### src/rtl/alu_issue_stage_if.sv
`default_nettype none
// ============================================================================
//  Module      : alu_dec_if / alu_op_if
//  Description : Handshake bundles around the ALU issue stage.
//                alu_dec_if carries decoded-stage bundles into the stage
//                (instruction, PC, register read data). alu_op_if carries
//                ALU operands and control out of it, towards EX.
//  Revision    : 1.0 - initial release
// ============================================================================

// Upstream (decode) side: the decode stage is master, the issue stage slave.
interface alu_dec_if #(
  parameter int DATA_WIDTH = 32
);
  logic                  in_valid;
  logic                  in_ready;
  logic [31:0]           in_instr;
  logic [DATA_WIDTH-1:0] in_pc;
  logic [DATA_WIDTH-1:0] in_rs1_data;
  logic [DATA_WIDTH-1:0] in_rs2_data;

  modport master (
    output in_valid, in_instr, in_pc, in_rs1_data, in_rs2_data,
    input  in_ready
  );

  modport slave (
    input  in_valid, in_instr, in_pc, in_rs1_data, in_rs2_data,
    output in_ready
  );
endinterface

// Downstream (EX) side: the issue stage is master, the ALU/EX stage slave.
interface alu_op_if #(
  parameter int DATA_WIDTH = 32
);
  logic                  out_valid;
  logic                  out_ready;
  logic [DATA_WIDTH-1:0] input1;
  logic [DATA_WIDTH-1:0] input2;
  logic [3:0]            alu_control;
  logic                  out_is_branch;
  logic [2:0]            out_funct3;
  logic                  out_illegal;

  modport master (
    output out_valid, input1, input2, alu_control, out_is_branch,
           out_funct3, out_illegal,
    input  out_ready
  );

  modport slave (
    input  out_valid, input1, input2, alu_control, out_is_branch,
           out_funct3, out_illegal,
    output out_ready
  );
endinterface

`default_nettype wire

### src/rtl/alu_issue_stage.sv
`default_nettype none
// ============================================================================
//  Module      : alu_issue_stage
//  Description : RV32I ALU issue stage. Decodes an instruction bundle into
//                ALU operands and a 4-bit alu_control code, then registers it
//                at the ID/EX boundary behind a valid/ready handshake with a
//                2-entry skid buffer (main output register + skid register).
//                in_ready comes straight from a flop, so there is no
//                combinational path from out_ready back to upstream.
//  Revision    : 1.0 - initial release
// ============================================================================
module alu_issue_stage #(
  parameter int         DATA_WIDTH   = 32,
  parameter logic [3:0] ILLEGAL_CTRL = 4'b0000
) (
  input  wire logic clk,
  input  wire logic reset_n,
  alu_dec_if.slave  dec,
  alu_op_if.master  op
);

  // ALU operation codes
  localparam logic [3:0] c_ALU_AND  = 4'b0001;
  localparam logic [3:0] c_ALU_OR   = 4'b0010;
  localparam logic [3:0] c_ALU_ADD  = 4'b0011;
  localparam logic [3:0] c_ALU_SUB  = 4'b0100;
  localparam logic [3:0] c_ALU_XOR  = 4'b0101;
  localparam logic [3:0] c_ALU_SLL  = 4'b0110;
  localparam logic [3:0] c_ALU_SRL  = 4'b0111;
  localparam logic [3:0] c_ALU_SRA  = 4'b1000;
  localparam logic [3:0] c_ALU_SLT  = 4'b1001;
  localparam logic [3:0] c_ALU_SLTU = 4'b1010;

  // RV32I major opcodes handled here
  localparam logic [6:0] c_OPC_R      = 7'b0110011;
  localparam logic [6:0] c_OPC_I      = 7'b0010011;
  localparam logic [6:0] c_OPC_LUI    = 7'b0110111;
  localparam logic [6:0] c_OPC_AUIPC  = 7'b0010111;
  localparam logic [6:0] c_OPC_LOAD   = 7'b0000011;
  localparam logic [6:0] c_OPC_STORE  = 7'b0100011;
  localparam logic [6:0] c_OPC_BRANCH = 7'b1100011;

  localparam logic [6:0] c_F7_ZERO = 7'b0000000;
  localparam logic [6:0] c_F7_ALT  = 7'b0100000;

  // One registered ALU bundle (used for both main and skid entries)
  typedef struct packed {
    logic [DATA_WIDTH-1:0] in1;
    logic [DATA_WIDTH-1:0] in2;
    logic [3:0]            ctrl;
    logic                  is_branch;
    logic [2:0]            funct3;
    logic                  illegal;
  } bundle_t;

  // Instruction fields and immediates
  logic [6:0]            w_opcode;
  logic [2:0]            w_funct3;
  logic [6:0]            w_funct7;
  logic [DATA_WIDTH-1:0] w_imm_i;
  logic [DATA_WIDTH-1:0] w_imm_s;
  logic [DATA_WIDTH-1:0] w_imm_u;
  logic [DATA_WIDTH-1:0] w_shamt;

  assign w_opcode = dec.in_instr[6:0];
  assign w_funct3 = dec.in_instr[14:12];
  assign w_funct7 = dec.in_instr[31:25];
  assign w_imm_i  = {{(DATA_WIDTH-12){dec.in_instr[31]}}, dec.in_instr[31:20]};
  assign w_imm_s  = {{(DATA_WIDTH-12){dec.in_instr[31]}}, dec.in_instr[31:25],
                     dec.in_instr[11:7]};
  assign w_imm_u  = {{(DATA_WIDTH-32){dec.in_instr[31]}}, dec.in_instr[31:12], 12'b0};
  assign w_shamt  = {{(DATA_WIDTH-5){1'b0}}, dec.in_instr[24:20]};

  // Raw decode before illegal masking
  logic [DATA_WIDTH-1:0] w_raw_in1;
  logic [DATA_WIDTH-1:0] w_raw_in2;
  logic [3:0]            w_raw_ctrl;
  logic                  w_raw_branch;
  logic                  w_raw_illegal;
  bundle_t               w_dec;

  // Combinational decode of operand selection and ALU operation
  always_comb begin
    w_raw_in1     = '0;
    w_raw_in2     = '0;
    w_raw_ctrl    = ILLEGAL_CTRL;
    w_raw_branch  = 1'b0;
    w_raw_illegal = 1'b0;
    case (w_opcode)
      c_OPC_R: begin
        w_raw_in1 = dec.in_rs1_data;
        w_raw_in2 = dec.in_rs2_data;
        case (w_funct3)
          3'b000: begin
            if (w_funct7 == c_F7_ZERO)     w_raw_ctrl = c_ALU_ADD;
            else if (w_funct7 == c_F7_ALT) w_raw_ctrl = c_ALU_SUB;
            else                           w_raw_illegal = 1'b1;
          end
          3'b101: begin
            if (w_funct7 == c_F7_ZERO)     w_raw_ctrl = c_ALU_SRL;
            else if (w_funct7 == c_F7_ALT) w_raw_ctrl = c_ALU_SRA;
            else                           w_raw_illegal = 1'b1;
          end
          default: begin
            if (w_funct7 != c_F7_ZERO) begin
              w_raw_illegal = 1'b1;
            end else begin
              case (w_funct3)
                3'b001:  w_raw_ctrl = c_ALU_SLL;
                3'b010:  w_raw_ctrl = c_ALU_SLT;
                3'b011:  w_raw_ctrl = c_ALU_SLTU;
                3'b100:  w_raw_ctrl = c_ALU_XOR;
                3'b110:  w_raw_ctrl = c_ALU_OR;
                default: w_raw_ctrl = c_ALU_AND;
              endcase
            end
          end
        endcase
      end
      c_OPC_I: begin
        w_raw_in1 = dec.in_rs1_data;
        w_raw_in2 = w_imm_i;
        case (w_funct3)
          3'b000: w_raw_ctrl = c_ALU_ADD;
          3'b010: w_raw_ctrl = c_ALU_SLT;
          3'b011: w_raw_ctrl = c_ALU_SLTU;
          3'b100: w_raw_ctrl = c_ALU_XOR;
          3'b110: w_raw_ctrl = c_ALU_OR;
          3'b111: w_raw_ctrl = c_ALU_AND;
          3'b001: begin
            w_raw_in2 = w_shamt;
            if (w_funct7 == c_F7_ZERO) w_raw_ctrl = c_ALU_SLL;
            else                       w_raw_illegal = 1'b1;
          end
          default: begin
            // funct3 101: instr[30] picks SRAI, all other funct7 bits must be 0
            w_raw_in2 = w_shamt;
            if (w_funct7 == c_F7_ZERO)     w_raw_ctrl = c_ALU_SRL;
            else if (w_funct7 == c_F7_ALT) w_raw_ctrl = c_ALU_SRA;
            else                           w_raw_illegal = 1'b1;
          end
        endcase
      end
      c_OPC_LUI: begin
        w_raw_in1  = '0;
        w_raw_in2  = w_imm_u;
        w_raw_ctrl = c_ALU_ADD;
      end
      c_OPC_AUIPC: begin
        w_raw_in1  = dec.in_pc;
        w_raw_in2  = w_imm_u;
        w_raw_ctrl = c_ALU_ADD;
      end
      c_OPC_LOAD: begin
        w_raw_in1  = dec.in_rs1_data;
        w_raw_in2  = w_imm_i;
        w_raw_ctrl = c_ALU_ADD;
      end
      c_OPC_STORE: begin
        w_raw_in1  = dec.in_rs1_data;
        w_raw_in2  = w_imm_s;
        w_raw_ctrl = c_ALU_ADD;
      end
      c_OPC_BRANCH: begin
        w_raw_in1    = dec.in_rs1_data;
        w_raw_in2    = dec.in_rs2_data;
        w_raw_branch = 1'b1;
        case (w_funct3)
          3'b000, 3'b001: w_raw_ctrl = c_ALU_SUB;
          3'b100, 3'b101: w_raw_ctrl = c_ALU_SLT;
          3'b110, 3'b111: w_raw_ctrl = c_ALU_SLTU;
          default:        w_raw_illegal = 1'b1;
        endcase
      end
      default: w_raw_illegal = 1'b1;
    endcase
  end

  // Illegal bundles carry no operands and no branch request, only funct3
  always_comb begin
    w_dec.funct3  = w_funct3;
    w_dec.illegal = w_raw_illegal;
    if (w_raw_illegal) begin
      w_dec.in1       = '0;
      w_dec.in2       = '0;
      w_dec.ctrl      = ILLEGAL_CTRL;
      w_dec.is_branch = 1'b0;
    end else begin
      w_dec.in1       = w_raw_in1;
      w_dec.in2       = w_raw_in2;
      w_dec.ctrl      = w_raw_ctrl;
      w_dec.is_branch = w_raw_branch;
    end
  end

  // Skid buffer state
  bundle_t r_main;
  bundle_t r_skid;
  logic    r_out_valid;
  logic    r_skid_valid;
  bundle_t w_reset_bundle;

  logic w_accept;
  logic w_drain;
  logic w_main_free;
  logic w_main_load;
  logic w_skid_load;

  assign w_reset_bundle = '{in1: '0, in2: '0, ctrl: ILLEGAL_CTRL, is_branch: 1'b0,
                            funct3: 3'b000, illegal: 1'b0};

  // in_ready is the inverted skid flag, so it depends only on a register
  assign dec.in_ready = ~r_skid_valid;
  assign w_accept     = dec.in_valid & ~r_skid_valid;
  assign w_drain      = r_out_valid & op.out_ready;
  // Main slot can take a new bundle this edge if it is empty or emptying
  assign w_main_free  = ~r_out_valid | w_drain;
  // Skid is older than any new input, so it refills main first
  assign w_main_load  = w_main_free & (r_skid_valid | w_accept);
  assign w_skid_load  = w_accept & ~w_main_free;

  // Main output register and skid register with FIFO ordering
  always_ff @(posedge clk) begin
    if (!reset_n) begin
      r_main       <= w_reset_bundle;
      r_skid       <= w_reset_bundle;
      r_out_valid  <= 1'b0;
      r_skid_valid <= 1'b0;
    end else begin
      if (w_main_load) begin
        r_main      <= r_skid_valid ? r_skid : w_dec;
        r_out_valid <= 1'b1;
      end else if (w_drain) begin
        r_out_valid <= 1'b0;
      end

      if (w_skid_load) begin
        r_skid       <= w_dec;
        r_skid_valid <= 1'b1;
      end else if (w_main_free && r_skid_valid) begin
        r_skid_valid <= 1'b0;
      end
    end
  end

  assign op.out_valid     = r_out_valid;
  assign op.input1        = r_main.in1;
  assign op.input2        = r_main.in2;
  assign op.alu_control   = r_main.ctrl;
  assign op.out_is_branch = r_main.is_branch;
  assign op.out_funct3    = r_main.funct3;
  assign op.out_illegal   = r_main.illegal;

endmodule

`default_nettype wire

### src/flat_wrapper.sv
// flat-port wrapper written by rule: the top's interface ports become plain ports
module alu_issue_stage_flat 
#(
  parameter int         DATA_WIDTH   = 32,
  parameter logic [3:0] ILLEGAL_CTRL = 4'b0000
)
  (clk, reset_n, dec_in_valid, dec_in_instr, dec_in_pc, dec_in_rs1_data, dec_in_rs2_data, dec_in_ready, op_out_valid, op_input1, op_input2, op_alu_control, op_out_is_branch, op_out_funct3, op_out_illegal, op_out_ready);
  alu_dec_if #(.DATA_WIDTH(DATA_WIDTH)) dec_i ();
  alu_op_if #(.DATA_WIDTH(DATA_WIDTH)) op_i ();
  input  wire logic clk;
  input  wire logic reset_n;
  input wire logic [$bits(dec_i.in_valid)-1:0] dec_in_valid;
  input wire logic [$bits(dec_i.in_instr)-1:0] dec_in_instr;
  input wire logic [$bits(dec_i.in_pc)-1:0] dec_in_pc;
  input wire logic [$bits(dec_i.in_rs1_data)-1:0] dec_in_rs1_data;
  input wire logic [$bits(dec_i.in_rs2_data)-1:0] dec_in_rs2_data;
  output wire logic [$bits(dec_i.in_ready)-1:0] dec_in_ready;
  output wire logic [$bits(op_i.out_valid)-1:0] op_out_valid;
  output wire logic [$bits(op_i.input1)-1:0] op_input1;
  output wire logic [$bits(op_i.input2)-1:0] op_input2;
  output wire logic [$bits(op_i.alu_control)-1:0] op_alu_control;
  output wire logic [$bits(op_i.out_is_branch)-1:0] op_out_is_branch;
  output wire logic [$bits(op_i.out_funct3)-1:0] op_out_funct3;
  output wire logic [$bits(op_i.out_illegal)-1:0] op_out_illegal;
  input wire logic [$bits(op_i.out_ready)-1:0] op_out_ready;
  assign dec_i.in_valid = dec_in_valid;
  assign dec_i.in_instr = dec_in_instr;
  assign dec_i.in_pc = dec_in_pc;
  assign dec_i.in_rs1_data = dec_in_rs1_data;
  assign dec_i.in_rs2_data = dec_in_rs2_data;
  assign dec_in_ready = dec_i.in_ready;
  assign op_out_valid = op_i.out_valid;
  assign op_input1 = op_i.input1;
  assign op_input2 = op_i.input2;
  assign op_alu_control = op_i.alu_control;
  assign op_out_is_branch = op_i.out_is_branch;
  assign op_out_funct3 = op_i.out_funct3;
  assign op_out_illegal = op_i.out_illegal;
  assign op_i.out_ready = op_out_ready;
  alu_issue_stage #(.DATA_WIDTH(DATA_WIDTH), .ILLEGAL_CTRL(ILLEGAL_CTRL)) u_core (.clk(clk), .reset_n(reset_n), .dec(dec_i), .op(op_i));
endmodule
### config.mk
export PLATFORM = sky130hd
export DESIGN_NAME = alu_issue_stage_flat
export DESIGN_NICKNAME = d
export VERILOG_FILES = /design/src/rtl/alu_issue_stage_if.sv /design/src/rtl/alu_issue_stage.sv /design/src/flat_wrapper.sv
export SDC_FILE = /design/constraint.sdc
export NUM_CORES = 1
export LEC_CHECK = 0
export CORE_MARGIN = 5
export CORE_UTILIZATION = 50
export CTS_CLUSTER_DIAMETER = 150
export DETAILED_ROUTE_END_ITERATION = 16
export PLACE_DENSITY = 0.9
export SLEW_MARGIN = 20
export SYNTH_ARGS = -nofsm -noshare
export SYNTH_HDL_FRONTEND = slang
export SYNTH_SLANG_ARGS = --single-unit
export TNS_END_PERCENT = 100
### constraint.sdc
create_clock -name clk -period 3 [get_ports clk]
set_clock_uncertainty 0.2 [all_clocks]
set_input_delay 0.3 -clock clk [delete_from_list [all_inputs] [get_ports clk]]
set_output_delay 0.3 -clock clk [all_outputs]
set_load 0.01 [all_outputs]
==> impl_results.md <==
- Hold WC Path Type: reg2reg
- Psw: 0.00103 W
- Vias in the first global route: around 6.7k
- Starting DRT DRC Count: 764
- Clock Latency Late Sink: 0.42 ns
- Cell variety after synth: 55
- Yosys top cell area share: 0.451
- Post-CTS setup buffer count: 0
- Core Area: 0.0127 mm2
- Chip width: 125 um
- Commonest non-fill, non-tap cell in the layout: clkdlybuf4s50_1
- CP peak stage delay: 0.61 ns
- Total GRT Usage: 0.275
- Pwr dens: 472 mW/mm2
- First-pass GRT wire length: 35000 um
- Clk root buf: clkbuf_16
- Total grt overflow: 0
- Largest net degree at the start of global routing: 60
- I/O Pins: 207
- TritonRoute pass-1 iters: 5
- H-tree depth: 4
- Peak VDD IR: 0.284 mV
- Syn avg cell area: 8.62 um2
- CP Class: reg2reg
- Ys flop type: dfxtp_1
- Fin crit period: 2.36 ns
- CTS Sinks: 148
- Final HPWL DP: 15000 um
- Routed WL: 21900 um
- Post-synthesis cell count: 762
- Largest family of logic cells by synthesized area: compound AO/OA/AOI/OAI gates
- Fmax: 423 MHz
- Critical Path RT: 3.14 ns
- Number of warnings issued by yosys: 0
- Max-Cap Viols: 0
- Gate power share: 0.102
- Yosys top cell by area: dfxtp_1
- Asr flop ratio synth: 0
- Int Power: 0.00340 W
- Initial antenna violation count: 0
- Mux contribution to synthesized area: 0.00610
- Area contributors post-synth: dfxtp_1, and3_1, a21oi_1, o22ai_1, nand2_1
- Worst-Margin Slew: 0.570 ns
- RSZ-0062 raised after global routing: no
- Final hold violations: 0
- Cts hold-fix bufs: 0
- Layout area overhead: 42.9%
- Power Total: 0.00443 W
- Initial Utilization: 0.516
- Fin util: 0.738
- Clock Pin Slew Worst Setup and Hold Paths: 0.06 ns
- CP max FO: 49
- Final ANT Viol Nets: 0
- Post-synth EDFFs: 0
- Antenna cell count: 0
- Slowest cell on the critical path: dfxtp_2
- Adder-Cell Fraction of Synth Area: 0.00152
- Port bufs: 206
- NumNets Final: between 1k and 1.5k
- Vias/cell: 6.16
- Outcome: finished, final reports clean
- Final setup viols: 0
- # DRC: 0
- Crit path arrival time: 2.51 ns
- Final slew viol count: 0
- Final Cycle Share: 0.788
- Setup TNS Final: 0 ns
- Die Y-Extent: between 100 and 150 um
- Routed len/inst: between 15 and 20 um
- Synth Register Bits: 148
- Leak: 3.36 nW
- Clock power share: 0.450
- Cell Chain, Critical Path: inv_1 -> and3_1 -> nor2_4 -> buf_12 -> nand2_1 -> o21ai_1
- Seq/Total Area, Yosys: 0.451
- Rel. slew slack: 0.616
- GP Congestion: 0.866
- Clock buffer count from CTS: 17
- Clock Tree Buf Depth: 2
- CTS tree: built
- Switch share: 0.232
- Simple-gate area share of the yosys netlist: 0.171
- Share of layout cells above drive strength 1: 0.100
- Detailed-route via count: 6907
- Cell area after synthesis: 0.00657 mm2
- Final hold slack: 0.245 ns
- Complex-gate fraction of the synthesized area: 0.304
- Std cell rows: 41
- Die Area: roughly 0.016 mm2
- Flop pwr share: 0.448
- Startpoint Class: register
- Syn_nets: 894
- Xor-xnor portion of the synthesized cell area: 0.00400
- Crit path capture type: register
- Most frequent cells in the layout: clkdlybuf4s50_1, dfxtp_1, a21oi_1
- Resize count post-CTS: 0
synthesized netlist by cell type (3+ instances only):
master / count
o2bb2ai_1: 5
a31oi_1: 3
and3_1: 69
o22ai_1: 61
clkbuf_1: 50
mux2i_1: 4
buf_2: 22
a22oi_1: 38
o21ai_1: 42
inv_1: 8
o21ai_2: 18
a22o_1: 5
dfxtp_1: 148
a21oi_1: 78
a221oi_1: 20
nand3_1: 8
nor2b_1: 9
buf_6: 6
xor2_1: 3
nor3_1: 10
o211ai_1: 4
nor2_1: 17
o21ai_0: 16
nand2_1: 77
final timing paths:
| kind | start | end | slack [ns] | cells after the start |
|---|---|---|---|---|
| worst min register to register | u_core.r_skid[68]$_SDFFE_PN0P_ | u_core.r_skid[68]$_SDFFE_PN0P_ | 0.25 | 2 |
| worst min-delay path | u_core.r_skid[68]$_SDFFE_PN0P_ | u_core.r_skid[68]$_SDFFE_PN0P_ | 0.25 | 2 |
| worst max register to register | u_core.r_skid_valid$_SDFFE_PN0P_ | u_core.r_skid[33]$_SDFFE_PN0P_ | 0.64 | 6 |
| worst max-delay path | u_core.r_skid_valid$_SDFFE_PN0P_ | u_core.r_skid[33]$_SDFFE_PN0P_ | 0.64 | 6 |
metrics by stage:
step,cells,cell area [um2],setup slack [ns]
final,1121,9380,0.636
after global placement,1091,8830,0.415
after global routing,1121,9380,0.431
after CTS,1121,9380,0.669
after floorplan,762,6570,1.05
after detailed placement,1091,8830,0.404
registers in the layout, summed over array words and instances (netlist names):
register                 count
u_core.op.input1            32
u_core.r_skid               73
u_core.op.out_illegal        1
u_core.op.out_valid          1
u_core.r_skid_valid          1
u_core.op.input2            32
u_core.op.alu_control        4
u_core.op.out_is_branch      1
u_core.op.out_funct3         3
cells by family (layout without fill, tap and decap cells):
family / Yosys count / after routing
xor+xnor: 3 / 3
flops: 148 / 148
buf+inv: 88 / 275
compound gates: 308 / 308
mux: 4 / 4
fa+ha+maj: 1 / 1
simple gates: 210 / 210
power groups by stage:
stage	registers (W)	logic [W]	clock network (W)
after global placement	0.00203	0.000436	0
after detailed placement	0.00203	0.000442	0
after floorplan	0.00203	0.000162	0
after global routing	0.00199	0.000474	0.00210
after CTS	0.00198	0.000444	0.00201
final	0.00198	0.000450	0.00200
critical path: cells and delay by family (launching register included):
| family | cells | cell delay, ns |
|---|---|---|
| flops | 1 | 0.61 |
| simple gates | 3 | 0.83 |
| buf+inv | 2 | 0.53 |
| compound gates | 1 | 0.10 |
per-layer routing:
layer / up-vias / share of wire / routed length (um) / global-route usage
met5: - / 0 / 0 / 0
met4: 0 / 0.034 / 737 / 0.110
met3: 78 / 0.10 / 2280 / 0.0819
met2: 424 / 0.48 / 10500 / 0.458
met1: 3211 / 0.38 / 8430 / 0.332
li1: 3194 / - / - / -
final cells by class:
type                    count  area [um2]
fillers                   973        3340
inverters                   8        30.0
well taps                 172         215
multi-input cells         526        3230
clock buffers              22         474
repair buffers            237        2390
clock inverters             8        78.8
flip-flops and latches    148        2960
(Power assumes the default switching activity.)
